$ cat src/rtl/serial_capture.sv
// serial_capture: receive side of the LED-board serial chain.
// Deserialises the sclk/sdi/lat stream into channel words, writes each word
// to a frame-buffer RAM write port and checks the frame length at every latch.
// Optional build macro SERIAL_CAPTURE_ADDR_REMAP_EN: reverse the address order
// inside each 16-channel group. Without it, words are stored in arrival order.
`timescale 1ns/1ps
module serial_capture #(
  parameter int c_ledboards   = 30,
  parameter int c_channels    = c_ledboards * 32,
  parameter int c_addr_w      = $clog2(c_channels),
  parameter int c_bpc         = 12,
  parameter int c_frame_cnt_w = 16
) (
  input  logic                     i_clk,
  input  logic                     i_rst,
  input  logic                     i_sclk,
  input  logic                     i_sdi,
  input  logic                     i_lat,
  output logic                     o_wr_en,
  output logic [c_addr_w-1:0]      o_wr_addr,
  output logic [c_bpc-1:0]         o_wr_data,
  output logic                     o_busy,
  output logic                     o_frame_done,
  output logic                     o_frame_err,
  output logic [c_frame_cnt_w-1:0] o_frame_cnt
);

  // Word counter needs one extra bit to hold the value c_channels.
  localparam int c_word_w = c_addr_w + 1;
  localparam int c_bit_w  = $clog2(c_bpc);
  localparam logic [c_word_w-1:0] c_full     = c_word_w'(c_channels);
  localparam logic [c_bit_w-1:0]  c_last_bit = c_bit_w'(c_bpc - 1);

  localparam logic [1:0] S_IDLE    = 2'd0;
  localparam logic [1:0] S_SHIFT   = 2'd1;
  localparam logic [1:0] S_OVERRUN = 2'd2;

  logic [2:0]               sclk_sync_q;
  logic [1:0]               sdi_sync_q;
  logic [2:0]               lat_sync_q;
  logic [1:0]               state_q, state_d;
  logic [c_bpc-1:0]         sr_q, sr_d;
  logic [c_bit_w-1:0]       bit_q, bit_d;
  logic [c_word_w-1:0]      word_q, word_d;
  logic                     pend_q, pend_d;
  logic                     wr_en_q;
  logic [c_addr_w-1:0]      wr_addr_q, wr_addr_d;
  logic [c_bpc-1:0]         wr_data_q, wr_data_d;
  logic                     done_q, done_d;
  logic                     err_q, err_d;
  logic [c_frame_cnt_w-1:0] cnt_q, cnt_d;
  logic [c_bpc-1:0]         shifted;
  logic                     sclk_rise;
  logic                     lat_rise;
  logic                     sdi_s;

  assign sclk_rise = sclk_sync_q[1] & ~sclk_sync_q[2];
  assign lat_rise  = lat_sync_q[1] & ~lat_sync_q[2];
  // Data taken from its 2nd stage lines up with the sclk edge detect.
  assign sdi_s     = sdi_sync_q[1];

  // Buffer address for the k-th received word of the frame.
  function automatic logic [c_addr_w-1:0] map_addr(input logic [c_addr_w-1:0] k);
`ifdef SERIAL_CAPTURE_ADDR_REMAP_EN
    // Group base kept, 15 - (k mod 16) is the bitwise inverse of the low nibble.
    return {k[c_addr_w-1:4], ~k[3:0]};
`else
    return k;
`endif
  endfunction

  // Next-state logic: bit/word assembly first, then the latch check on the
  // updated counters so a coincident final bit still counts toward the frame.
  always_comb begin
    state_d   = state_q;
    sr_d      = sr_q;
    bit_d     = bit_q;
    word_d    = word_q;
    pend_d    = 1'b0;
    wr_addr_d = wr_addr_q;
    wr_data_d = wr_data_q;
    done_d    = 1'b0;
    err_d     = 1'b0;
    cnt_d     = cnt_q;
    shifted   = {sr_q[c_bpc-2:0], sdi_s};

    if (sclk_rise) begin
      case (state_q)
        S_IDLE: begin
          sr_d    = shifted;
          bit_d   = c_bit_w'(1);
          state_d = S_SHIFT;
        end
        S_SHIFT: begin
          if (word_q == c_full) begin
            state_d = S_OVERRUN;
          end else begin
            sr_d = shifted;
            if (bit_q == c_last_bit) begin
              bit_d     = '0;
              word_d    = word_q + c_word_w'(1);
              pend_d    = 1'b1;
              wr_addr_d = map_addr(word_q[c_addr_w-1:0]);
              wr_data_d = shifted;
            end else begin
              bit_d = bit_q + c_bit_w'(1);
            end
          end
        end
        default: ;
      endcase
    end

    if (lat_rise) begin
      if (state_d == S_SHIFT && word_d == c_full && bit_d == '0) begin
        done_d = 1'b1;
        cnt_d  = cnt_q + c_frame_cnt_w'(1);
      end else begin
        err_d = 1'b1;
      end
      state_d = S_IDLE;
      bit_d   = '0;
      word_d  = '0;
      sr_d    = '0;
    end
  end

  // Synchronisers, FSM state and registered outputs.
  always_ff @(posedge i_clk) begin
    if (i_rst) begin
      sclk_sync_q <= '0;
      sdi_sync_q  <= '0;
      lat_sync_q  <= '0;
      state_q     <= S_IDLE;
      sr_q        <= '0;
      bit_q       <= '0;
      word_q      <= '0;
      pend_q      <= 1'b0;
      wr_en_q     <= 1'b0;
      wr_addr_q   <= '0;
      wr_data_q   <= '0;
      done_q      <= 1'b0;
      err_q       <= 1'b0;
      cnt_q       <= '0;
    end else begin
      sclk_sync_q <= {sclk_sync_q[1:0], i_sclk};
      sdi_sync_q  <= {sdi_sync_q[0], i_sdi};
      lat_sync_q  <= {lat_sync_q[1:0], i_lat};
      state_q     <= state_d;
      sr_q        <= sr_d;
      bit_q       <= bit_d;
      word_q      <= word_d;
      pend_q      <= pend_d;
      wr_en_q     <= pend_q;
      wr_addr_q   <= wr_addr_d;
      wr_data_q   <= wr_data_d;
      done_q      <= done_d;
      err_q       <= err_d;
      cnt_q       <= cnt_d;
    end
  end

  assign o_wr_en      = wr_en_q;
  assign o_wr_addr    = wr_addr_q;
  assign o_wr_data    = wr_data_q;
  assign o_busy       = (state_q != S_IDLE);
  assign o_frame_done = done_q;
  assign o_frame_err  = err_q;
  assign o_frame_cnt  = cnt_q;

endmodule

$ cat config.mk
export PLATFORM = sky130hd
export DESIGN_NAME = serial_capture
export DESIGN_NICKNAME = d
export VERILOG_FILES = /design/src/rtl/serial_capture.sv
export SDC_FILE = /design/constraint.sdc
export NUM_CORES = 1
export LEC_CHECK = 0
export CAP_MARGIN = 5
export CORE_UTILIZATION = 59
export DETAILED_ROUTE_END_ITERATION = 8
export PLACE_DENSITY_LB_ADDON = 0.1
export SETUP_SLACK_MARGIN = 0.5
export SLEW_MARGIN = 20
export SYNTH_ARGS = -nofsm -noshare
export SYNTH_HDL_FRONTEND = slang
export SYNTH_SLANG_ARGS = --single-unit
$ cat constraint.sdc
create_clock -name i_clk -period 7 [get_ports i_clk]
set_input_delay 1.4 -clock i_clk [delete_from_list [all_inputs] [get_ports i_clk]]
set_output_delay 1.4 -clock i_clk [all_outputs]
set_load 0.05 [all_outputs]
# After elaboration in Yosys (flattened, before gate mapping)
# Cells that the tools add are included.
# word_totals
regBits,78
output_inout_bits,42
inputBits,5
# op_classes
add_sub_neg,3
n_mux,16
reduce_logical,12
n_eq_ne,6
bitwise_logic,8
# ops
op,count
$mux W11,5
$eq A11 B10 Y1 const B,2
$pmux W11 S2,1
$add A16 B1 Y16 const B,1
$mux W4,3
$add A11 B1 Y11 const B,1
$pmux W4 S2,1
$not A1 Y1,6
$add A4 B1 Y4 const B,1
$eq A2 B1 Y1 const B,2
$eq A4 B4 Y1 const B,1
$logic_not A4 Y1,1
$mux W2,2
$pmux W2 S2,1
$reduce_and A4 Y1,1
$reduce_bool A2 Y1,2
$reduce_or A2 Y1,2
$reduce_or A4 Y1,1
$mux W1,3
$reduce_and A3 Y1,1
$and A1 B1 Y1,2
$logic_and A1 B1 Y1,2
$logic_not A2 Y1,1
$ne A2 B2 Y1 const B,1
$reduce_and A2 Y1,1

# Logic depth before layout (Yosys ltp)
# Gate-level depths: netlist of the first run.
# logic_depth
word_depth,9
ltp_mapped,11
mapped_depth_nobuf,9

# Worst setup path before layout of the first run
# No wires, ideal clock.
# synth_timing
kind,reg-to-reg
start,register word_q[0]
end,"register cnt_q[10], in the netlist o_frame_cnt[10]"
arrival_time_ns,2.911
path_stages_with_launch,12
slack_ns,3.966
period_less_slack_ns,3.034
required_ns,6.877
cell_sequence,dfxtp_1 > clkbuf_1 > inv_1 > ha_1 > or4b_4 > nor3_4 > o41ai_1 > a21o_1 > or4_4 > buf_6 > nor4_2 > mux2_1
# synth_via
elab_chain_cells,9
elab_cells_between_ends,18
cone_classes,add/sub (1); eq/ne (3); mux (10); reduce/logical (4)
# synth_lines
element,line,source
"start, declared",44,"logic [c_word_w-1:0] word_q, word_d;"
"start signal, assigned",152,word_q <= word_d;
$add A11 B1 Y11,101,word_d = word_q + c_word_w'(1);
$mux W11,99,if (bit_q == c_last_bit) begin
$mux W11,95,if (word_q == c_full) begin
$mux W11,88,case (state_q)
$mux W11,87,if (sclk_rise) begin
$eq A11 B10 Y1,115,if (state_d == S_SHIFT && word_d == c_full && bit_d == '0) begin
$logic_and A1 B1 Y1,115,
$logic_and A1 B1 Y1 (*),115,
$reduce_and A2 Y1 (no source line) (*),--,
"end signal, assigned",159,cnt_q <= cnt_d;
"end, declared",51,"logic [c_frame_cnt_w-1:0] cnt_q, cnt_d;"
# Every way passes the cells marked *; elsewhere a longest branch is shown, timed or not.
# A chain may end at the register's enable or synchronous reset.

# Worst setup path in the final report of the first run
# layout_timing
start,register state_q[0]
end,"register cnt_q[5], in the netlist o_frame_cnt[5]"
# layout_via
elab_chain_cells,7
elab_cells_between_ends,15
cone_classes,eq/ne (3); mux (7); reduce/logical (5)
# layout_lines
element,line,source
"start, declared",41,"logic [1:0] state_q, state_d;"
"start signal, assigned",149,state_q <= state_d;
$eq A2 B1 Y1 (tied with other cells),88,
$mux W11 / $pmux W2 S2 (equally long branches),88,
$mux W11 / $mux W2 (equally long branches),87,
$eq A11 B10 Y1 / $eq A2 B1 Y1 (equally long branches),115,
$logic_and A1 B1 Y1,115,
$logic_and A1 B1 Y1 (*),115,
$reduce_and A2 Y1 (no source line) (*),--,
# Marked as above.

==> impl_metrics.toml, run 1 <==
[outcome]
status = "finished clean"

[route]
num_vias = 3235
drt_iter0_markers = 235
drc = 0
drtAntennaViolNets = 0
wirelength_um = 8210
drt-wirelength-per-cell_um = 14.74
dr.pass1.iters = 5
via_per_inst = 5.808

[synthesis]
synth-seq-area-share_pct = 42.68
synth.net_count = 455
syn_area_sq_mm = 0.003659
yosysWarnings = 0
synth-edff-count = 0
yosysMostFrequentCell = "nand2_1"
syn_area_per_cell_sq_um = 8.203
synthTopCellsByArea = "dfxtp_1, nand2_1, a21oi_1, nor2b_1, nor2_1"
yosys_register_bits = 78
syn_inst = 446
synth_cell_types = 56
async_flop_share_pct = 0
synth_flop_cell = "dfxtp_1"
synth_area_leader_cell = "dfxtp_1"
ys_top_cells_by_count = "nand2_1, dfxtp_1, a21oi_1"
yosysTopAreaCellShare_pct = 42.68

[floorplan]
ioPinCount = 47
die-area_sq_mm = 0.006520
core_sq_mm = 0.005956
die_x_um = 80.75
start_util_pct = 61.43
die_h_um = 80.75
rows = 28

[clock_tree]
clk_latency_ns = 0.36
numClockSinks = 78
cts-hold-fix-buffers = 0
clk_pin_slew_ns = 0.09
clockBufferDepth = 2
htreeDepth = 3
post_cts_buffers = 0
cts_root_buf = "clkbuf_8"
ctsResizeCount = 0
cts_tree = "yes"
cts_inserted_buffers = 9

[placement]
io_buffers = 46
dpl_worst_slack_ns = 3.300
placed_area_sq_mm = 0.004109
dp_hpwl_um = 5633
gp_congestion = 0.8861
placed_cells = 541

[sta]
setup_violations = 0
fin_tns_setup_ns = 0
rsz0062_at_grt = "false"
drv_slew = 0
skew_ns = 0.01399
finalCritPeriodShare_pct = 53.67
max-slew-margin-rel_pct = 30.60
tightest_slew_ns = 1.041
whs_ns = 0.4508
period_needed_ns = 3.757
max_freq_mhz = 266.2
layout_setup_ws_ns = 3.243
hold_viol_final = 0

[setup_path]
arrival_ns = 4.01
crit_fanout = 15
start_kind = "flip-flop"
ff2ff_path_depth = 7
crit_path_end_kind = "flip-flop"
path_class = "reg -> reg"
critPathRequiredTime_ns = 7.25

[power_and_ir_drop]
leakage_nw = 1.413
p_per_area_mw_per_mm2 = 190.2
total_power_uw = 821.4
peakVddDrop_mv = 0.1467

[cells_and_area]
syn_to_final_growth_pct = 18.02
nets = 486
final_cells = 557
fin_area_sq_mm = 0.004318
layout-drive-gt1-share_pct = 8.506
num_antenna_cells = 0
final_util_pct = 72.50

[global_route]
grt_pass1_vias = 2960
track_usage_pct = 26.97
grt_max_degree = 63
grt_pass1_wl_um = 13560
overflow = 0
antenna_found_initial = 0

[min_path]
hold_depth = 1
holdCritPathClass = "reg -> reg"

[job]
max_cap_viol_count = 0
==> area by class of cell <==
type	instances	area (sq um)
multi-input cells	333	1963
fillers	494	1638
flip-flops and latches	78	1562
repair buffers	47	462.9
well taps	75	93.84
clock buffers	9	123.9
clock inverters	7	82.58
inverters	8	30.03
==> layer usage <==
layer  up-vias  global-route usage, %  share of wire [%]
met1      1513                  33.78                 46
met3        14                  6.067                4.2
li1       1614                      -                  -
met2        94                  45.00                 48
met4         0                  10.54                1.8
met5         -                      0                  0
==> placed cells by master, fill, tap and decap left out, types with 2 or more instances in the layout <==
cell type | Yosys | final
nand4bb_1 | 2 | 2
nor4b_1 | 2 | 2
nor2b_1 | 26 | 26
nor3_1 | 12 | 11
nand3_1 | 17 | 17
nand2_1 | 85 | 85
a21o_1 | 3 | 3
clkinvlp_4 | 0 | 2
inv_1 | 8 | 8
or4_1 | 4 | 4
or3_1 | 4 | 4
xnor2_1 | 4 | 4
nor4_1 | 5 | 5
and3_1 | 4 | 4
or2_2 | 4 | 4
nor4_2 | 9 | 9
a21oi_1 | 45 | 45
nand4_1 | 7 | 7
clkdlybuf4s50_1 | 0 | 45
dfxtp_1 | 78 | 78
nor2_1 | 37 | 37
nand2b_1 | 5 | 4
o21ai_0 | 3 | 3
nor3b_1 | 3 | 3
ha_1 | 4 | 4
a31oi_1 | 3 | 3
xor2_1 | 4 | 4
clkinv_4 | 0 | 2
mux2_1 | 9 | 9
mux2_2 | 3 | 3
o31ai_1 | 5 | 5
clkbuf_8 | 0 | 9
==> sequential cells by signal, indices dropped and copies added (netlist names), 3 cells and up <==
signal       flops
lat_sync_q       3
o_wr_data       12
bit_q            4
o_wr_addr       10
sr_q            11
o_frame_cnt     16
sclk_sync_q      3
word_q          11
==> critical path, stage by stage, from the launching register on <==
cell	delay (ns)
dfxtp_1	0.59
nand4bb_1	0.55
nor4_1	0.67
nand3_1	0.19
o211ai_1	0.30
nand3_1	0.50
nor4_1	0.48
mux2_2	0.37
==> power by group <==
part           total, mW  switching [mW]  internal (mW)
logic             0.0269          0.0190        0.00787
clock network      0.346           0.177          0.169
registers          0.448         0.00232          0.446
==> logic make-up after synthesis <==
group                      after synthesis  share of synthesized area, %
adders and majority gates                4                         1.368
buffers and inverters                   35                         3.865
and+or+nand+nor                        238                         34.85
muxes                                   13                         3.967
DFF                                     78                         42.68
xor gates and xnor gates                 8                         1.915
AOI/OAI and AO/OA                       70                         11.35
==> path summary, 6_finish.rpt <==
check,from,endpoint,slack (ns)
setup / recovery,state_q[0]$_SDFF_PP0_,o_frame_cnt[5]$_SDFFE_PP0P_,3.24
hold / removal,lat_sync_q[0]$_SDFF_PP0_,lat_sync_q[1]$_SDFF_PP0_,0.45
setup reg to reg,state_q[0]$_SDFF_PP0_,o_frame_cnt[5]$_SDFFE_PP0P_,3.24
hold reg to reg,lat_sync_q[0]$_SDFF_PP0_,lat_sync_q[1]$_SDFF_PP0_,0.45
(Power assumes the default switching activity.)
==> run 2: changes to the inputs <==
Settings changed: CORE_UTILIZATION 59 to 55.
Clock period 7 ns to 3.6 ns, I/O delays scaled along.
==> impl_metrics.toml, run 2 (same netlist as run 1, synthesis figures left out) <==
[clock_tree]
htreeDepth = 3
clk_latency_ns = 0.35
cts_tree = "yes"
clockBufferDepth = 2
clk_pin_slew_ns = 0.09
cts_root_buf = "clkbuf_8"
numClockSinks = 78
cts_inserted_buffers = 9

[sta]
setup_violations = 0
drv_slew = 0
whs_ns = 0.4468
max-slew-margin-rel_pct = 36.59
period_needed_ns = 3.087
finalCritPeriodShare_pct = 85.76
skew_ns = 0.01028
tightest_slew_ns = 0.9512
fin_tns_setup_ns = 0
max_freq_mhz = 323.9
rsz0062_at_grt = "true"
hold_viol_final = 0
layout_setup_ws_ns = 0.5126

[placement]
gp_congestion = 0.9006
io_buffers = 46
dp_hpwl_um = 5615
dpl_worst_slack_ns = 0.4018

[floorplan]
die_h_um = 83.56
rows = 29
core_sq_mm = 0.006386
start_util_pct = 57.29
die_x_um = 83.56
die-area_sq_mm = 0.006982
ioPinCount = 47

[cells_and_area]
multi_input_area_sq_mm = 0.002068
final_cell_mix = "nand2_1, dfxtp_1, a21oi_1, clkdlybuf4s50_1, nor2_1"
syn_to_final_growth_pct = 23.77
seqCellArea_sq_mm = 0.001564
layout-drive-gt1-share_pct = 13.43
largest_reg_flops = 16
nets = 503
fill_cells = 512
mostFrequentLayoutCell = "nand2_1"
num_antenna_cells = 0

[global_route]
grt_pass1_vias = 2973
grt_use_met2_pct = 38.88
met1_usage_pct = 31.32
track_usage_pct = 24.00
use_met3_pct = 4.352
grt_max_degree = 62
antenna_found_initial = 0
grt_pass1_wl_um = 13680
overflow = 0
grt-busiest-layer = "met2"

[route]
drt_iter0_markers = 163
drtAntennaViolNets = 0
wirelength_um = 8448
num_vias = 3260
drc = 0
dr.pass1.iters = 4
drt-wirelength-per-cell_um = 14.67
via_per_inst = 5.660

[setup_path]
critPathRequiredTime_ns = 3.84
path_class = "reg -> reg"
start_kind = "flip-flop"
crit_path_end_kind = "flip-flop"
crit_fanout = 6
arrival_ns = 3.33

[job]
max_cap_viol_count = 0

[min_path]
holdCritPathClass = "reg -> reg"

[outcome]
status = "finished clean"

[power_and_ir_drop]
p_per_area_mw_per_mm2 = 343.5
leakage_nw = 1.548
peakVddDrop_mv = 0.2522
total_power_mw = 1.555
-- run 2: changes by cell type in the layout (fill, tap and decap cells not counted), sizes merged --
cell / before / now
inv: 10 / 12
clkinvlp: 2 / 3
buf: 2 / 18
or4: 5 / 6
clkinv: 2 / 0
bufinv: 1 / 0
-- run 2: path summary, 6_finish.rpt --
check,from,end,slack (ns),depth (start not counted)
setup / recovery,word_q[1]$_SDFF_PP0_,o_frame_cnt[10]$_SDFFE_PP0P_,0.51,9
setup reg to reg,word_q[1]$_SDFF_PP0_,o_frame_cnt[10]$_SDFFE_PP0P_,0.51,9
hold / removal,sdi_sync_q[0]$_SDFF_PP0_,sdi_sync_q[1]$_SDFF_PP0_,0.45,1
hold reg to reg,sdi_sync_q[0]$_SDFF_PP0_,sdi_sync_q[1]$_SDFF_PP0_,0.45,1
-- run 2: power breakdown --
group	switching [mW]	leakage, nW	total [mW]	internal, mW
clock network	0.359	0.0863	0.623	0.264
logic	0.0423	0.831	0.0628	0.0206
registers	0.00238	0.631	0.869	0.867
total	0.403	1.55	1.56	1.15
-- run 2: cell type report --
cell class	count	share of cell area, %
Multi-Input combinational cell	334	45.68
Clock inverter	7	1.382
Inverter	8	0.6632
Timing Repair Buffer	63	12.88
Clock buffer	9	2.736
Tap cell	77	2.128
Sequential cell	78	34.54
-- run 2: what timing repair did --
item	CTS	global route
setup buffers	2	4
endpoints found under the setup margin	4	16
cloned	0	1
gates resized for setup	1	16
hold buffers	0	0
pin swaps	1	8
-- run 2: metal layers --
layer / vias to the layer above / routed length, um
met5: - / 0
met2: 103 / 3979
met3: 18 / 468
met4: 0 / 171
li1: 1646 / -
met1: 1493 / 3829
-- run 2: through the flow --
stage	util (%)	instance area (sq um)	cells
after global placement	65.56	4187	553
after floorplan	-	3659	446
after CTS	68.81	4394	571
final	70.91	4528	576
after detailed placement	65.56	4187	553
after global routing	70.91	4528	576
-- run 2: critical path: stages (launching register included) --
cell and delay, ns:
dfxtp_2 0.34, inv_1 0.07, ha_1 0.15, or4b_4 0.50
nor3_4 0.30, o41ai_2 0.09, a21o_1 0.23, or4_4 0.61
nor4_2 0.32, mux2_1 0.35
==> run 3: changes to the inputs <==
Settings changed: CAP_MARGIN 5 to 20, CORE_ASPECT_RATIO set to 1.1, RECOVER_POWER set to 50.
==> impl_metrics.toml, run 3 (same netlist as run 1, synthesis figures left out) <==
[route]
drc = 0
drtAntennaViolNets = 0
wirelength_um = 8989
num_vias = 3383
via_per_inst = 5.793
drt-wirelength-per-cell_um = 15.39
drt_iter0_markers = 219
dr.pass1.iters = 4

[cells_and_area]
multi_input_area_sq_mm = 0.002068
num_antenna_cells = 0
mostFrequentLayoutCell = "nand2_1"
nets = 508
layout-drive-gt1-share_pct = 14.48
syn_to_final_growth_pct = 24.97
largest_reg_flops = 16
seqCellArea_sq_mm = 0.001572
fill_cells = 497
final_util_pct = 72.50
final_cell_mix = "nand2_1, dfxtp_1, a21oi_1, nor2_1, nor2b_1"

[setup_path]
start_kind = "flip-flop"
r2r_slack_ns = 0.33
crit_slowest_cell = "or4_1"
regToRegEndpoint = "o_frame_cnt[3]$_SDFFE_PP0P_"
path_class = "reg -> reg"
crit_path_end_kind = "flip-flop"
crit_fanout = 7
cpPeakStageDelay_ns = 0.57
critPathRequiredTime_ns = 3.85
ff2ff_path_depth = 9
path_buf_inv = 1
crit_chain = "inv_4, ha_1, or4b_1, o31ai_1, mux2_2, nor4bb_1, nand4bb_1, or4_1, a21oi_1"
crit_family = "simple AND/OR/NAND/NOR gates"
arrival_ns = 3.52
timing.rr.start = "word_q[0]$_SDFF_PP0_"

[power_and_ir_drop]
leakage_nw = 1.667
p_per_area_mw_per_mm2 = 343.0
peakVddDrop_mv = 0.3646

[floorplan]
core_sq_mm = 0.006306
rows = 30
die_h_um = 87.54
die_x_um = 79.77
start_util_pct = 58.02
die-area_sq_mm = 0.006983
ioPinCount = 47

[outcome]
status = "finished, violations left"
violations = "max-capacitance violations, max-slew violations"

[sta]
fin_tns_setup_ns = 0
period_needed_ns = 3.272
setup_violations = 0
hold_viol_final = 0
rsz0062_at_grt = "true"
skew_ns = 0.009378
max-slew-margin-rel_pct = -67.13
finalCritPeriodShare_pct = 90.89
tightest_slew_ns = 2.507
max_freq_mhz = 305.6
drv_slew = 62

[clock_tree]
cts_tree = "yes"
cts_inserted_buffers = 9
htreeDepth = 3
cts-hold-fix-buffers = 0
cts_root_buf = "clkbuf_8"
clockBufferDepth = 2
clk_latency_ns = 0.37
clk_pin_slew_ns = 0.09
numClockSinks = 78

[placement]
dp_hpwl_um = 5590
gp_congestion = 0.9279
io_buffers = 46

[min_path]
min_from = "sclk_sync_q[0]$_SDFF_PP0_"
min_to = "sclk_sync_q[1]$_SDFF_PP0_"
hold_depth = 1
holdCritPathClass = "reg -> reg"

[global_route]
antenna_found_initial = 0
grt_max_degree = 62
track_usage_pct = 25.62
grt_pass1_wl_um = 13870
grt_pass1_vias = 3001
overflow = 0

[job]
max_cap_viol_count = 1
==> run 3: timing repair <==
action                                 CTS  global route
setup buffers                            7             8
endpoints found under the hold margin    0             0
setup endpoints to repair               14            17
gates resized for setup                  1            32
gates cloned                             0             1
pin swaps                                3             7
==> run 3: report_power, final <==
group	switching [mW]	total (mW)	internal, mW
logic	0.0430	0.0636	0.0207
clock network	0.370	0.635	0.266
registers	0.00336	0.869	0.866
==> run 3: through the flow <==
stage	hold WS [ns]	instances	total power, mW	worst slack [ns]	area, sq um
floorplan	0.4138	446	0.9300	0.5659	3659
global placement	0.4170	552	0.9459	0.4168	4160
detailed placement	0.4270	552	0.9470	0.4187	4160
CTS	0.4562	575	1.570	0.4579	4407
global route	0.4663	584	1.616	0.1562	4572
finish	0.4489	584	1.568	0.3280	4572
==> run 3: cell type report <==
| class | instances | share of cell area, % |
|---|---|---|
| multi-input cells | 334 | 45.24 |
| flip-flops and latches | 78 | 34.37 |
| repair buffers | 68 | 13.33 |
| clock buffers | 9 | 2.709 |
| well taps | 80 | 2.189 |
| clock inverters | 7 | 1.396 |
| inverters | 8 | 0.7663 |
==> run 3: per-layer routing <==
layer	global-route usage, %	share of wire, %	vias to the layer above
li1	-	-	1655
met1	31.58	44	1584
met2	42.04	48	118
met3	5.938	5.2	26
met4	12.99	2.7	0
met5	0	0	-
==> run 3: how the worst max path moves through the flow <==
| stage | from | to | slack [ns] | cells past startpoint |
|---|---|---|---|---|
| 5_1_grt | word_q[0]$_SDFF_PP0_ | o_frame_cnt[3]$_SDFFE_PP0P_ | 0.16 | 10 |
| 3_5_place_dp | word_q[0]$_SDFF_PP0_ | o_frame_cnt[3]$_SDFFE_PP0P_ | 0.42 | 9 |
| 4_1_cts | word_q[0]$_SDFF_PP0_ | o_frame_cnt[6]$_SDFFE_PP0P_ | 0.46 | 9 |
| 6_report | word_q[0]$_SDFF_PP0_ | o_frame_cnt[3]$_SDFFE_PP0P_ | 0.33 | 9 |
| 3_3_place_gp | word_q[0]$_SDFF_PP0_ | o_frame_cnt[3]$_SDFFE_PP0P_ | 0.42 | 9 |
| 2_1_floorplan | word_q[0]$_SDFF_PP0_ | o_frame_cnt[10]$_SDFFE_PP0P_ | 0.57 | 11 |
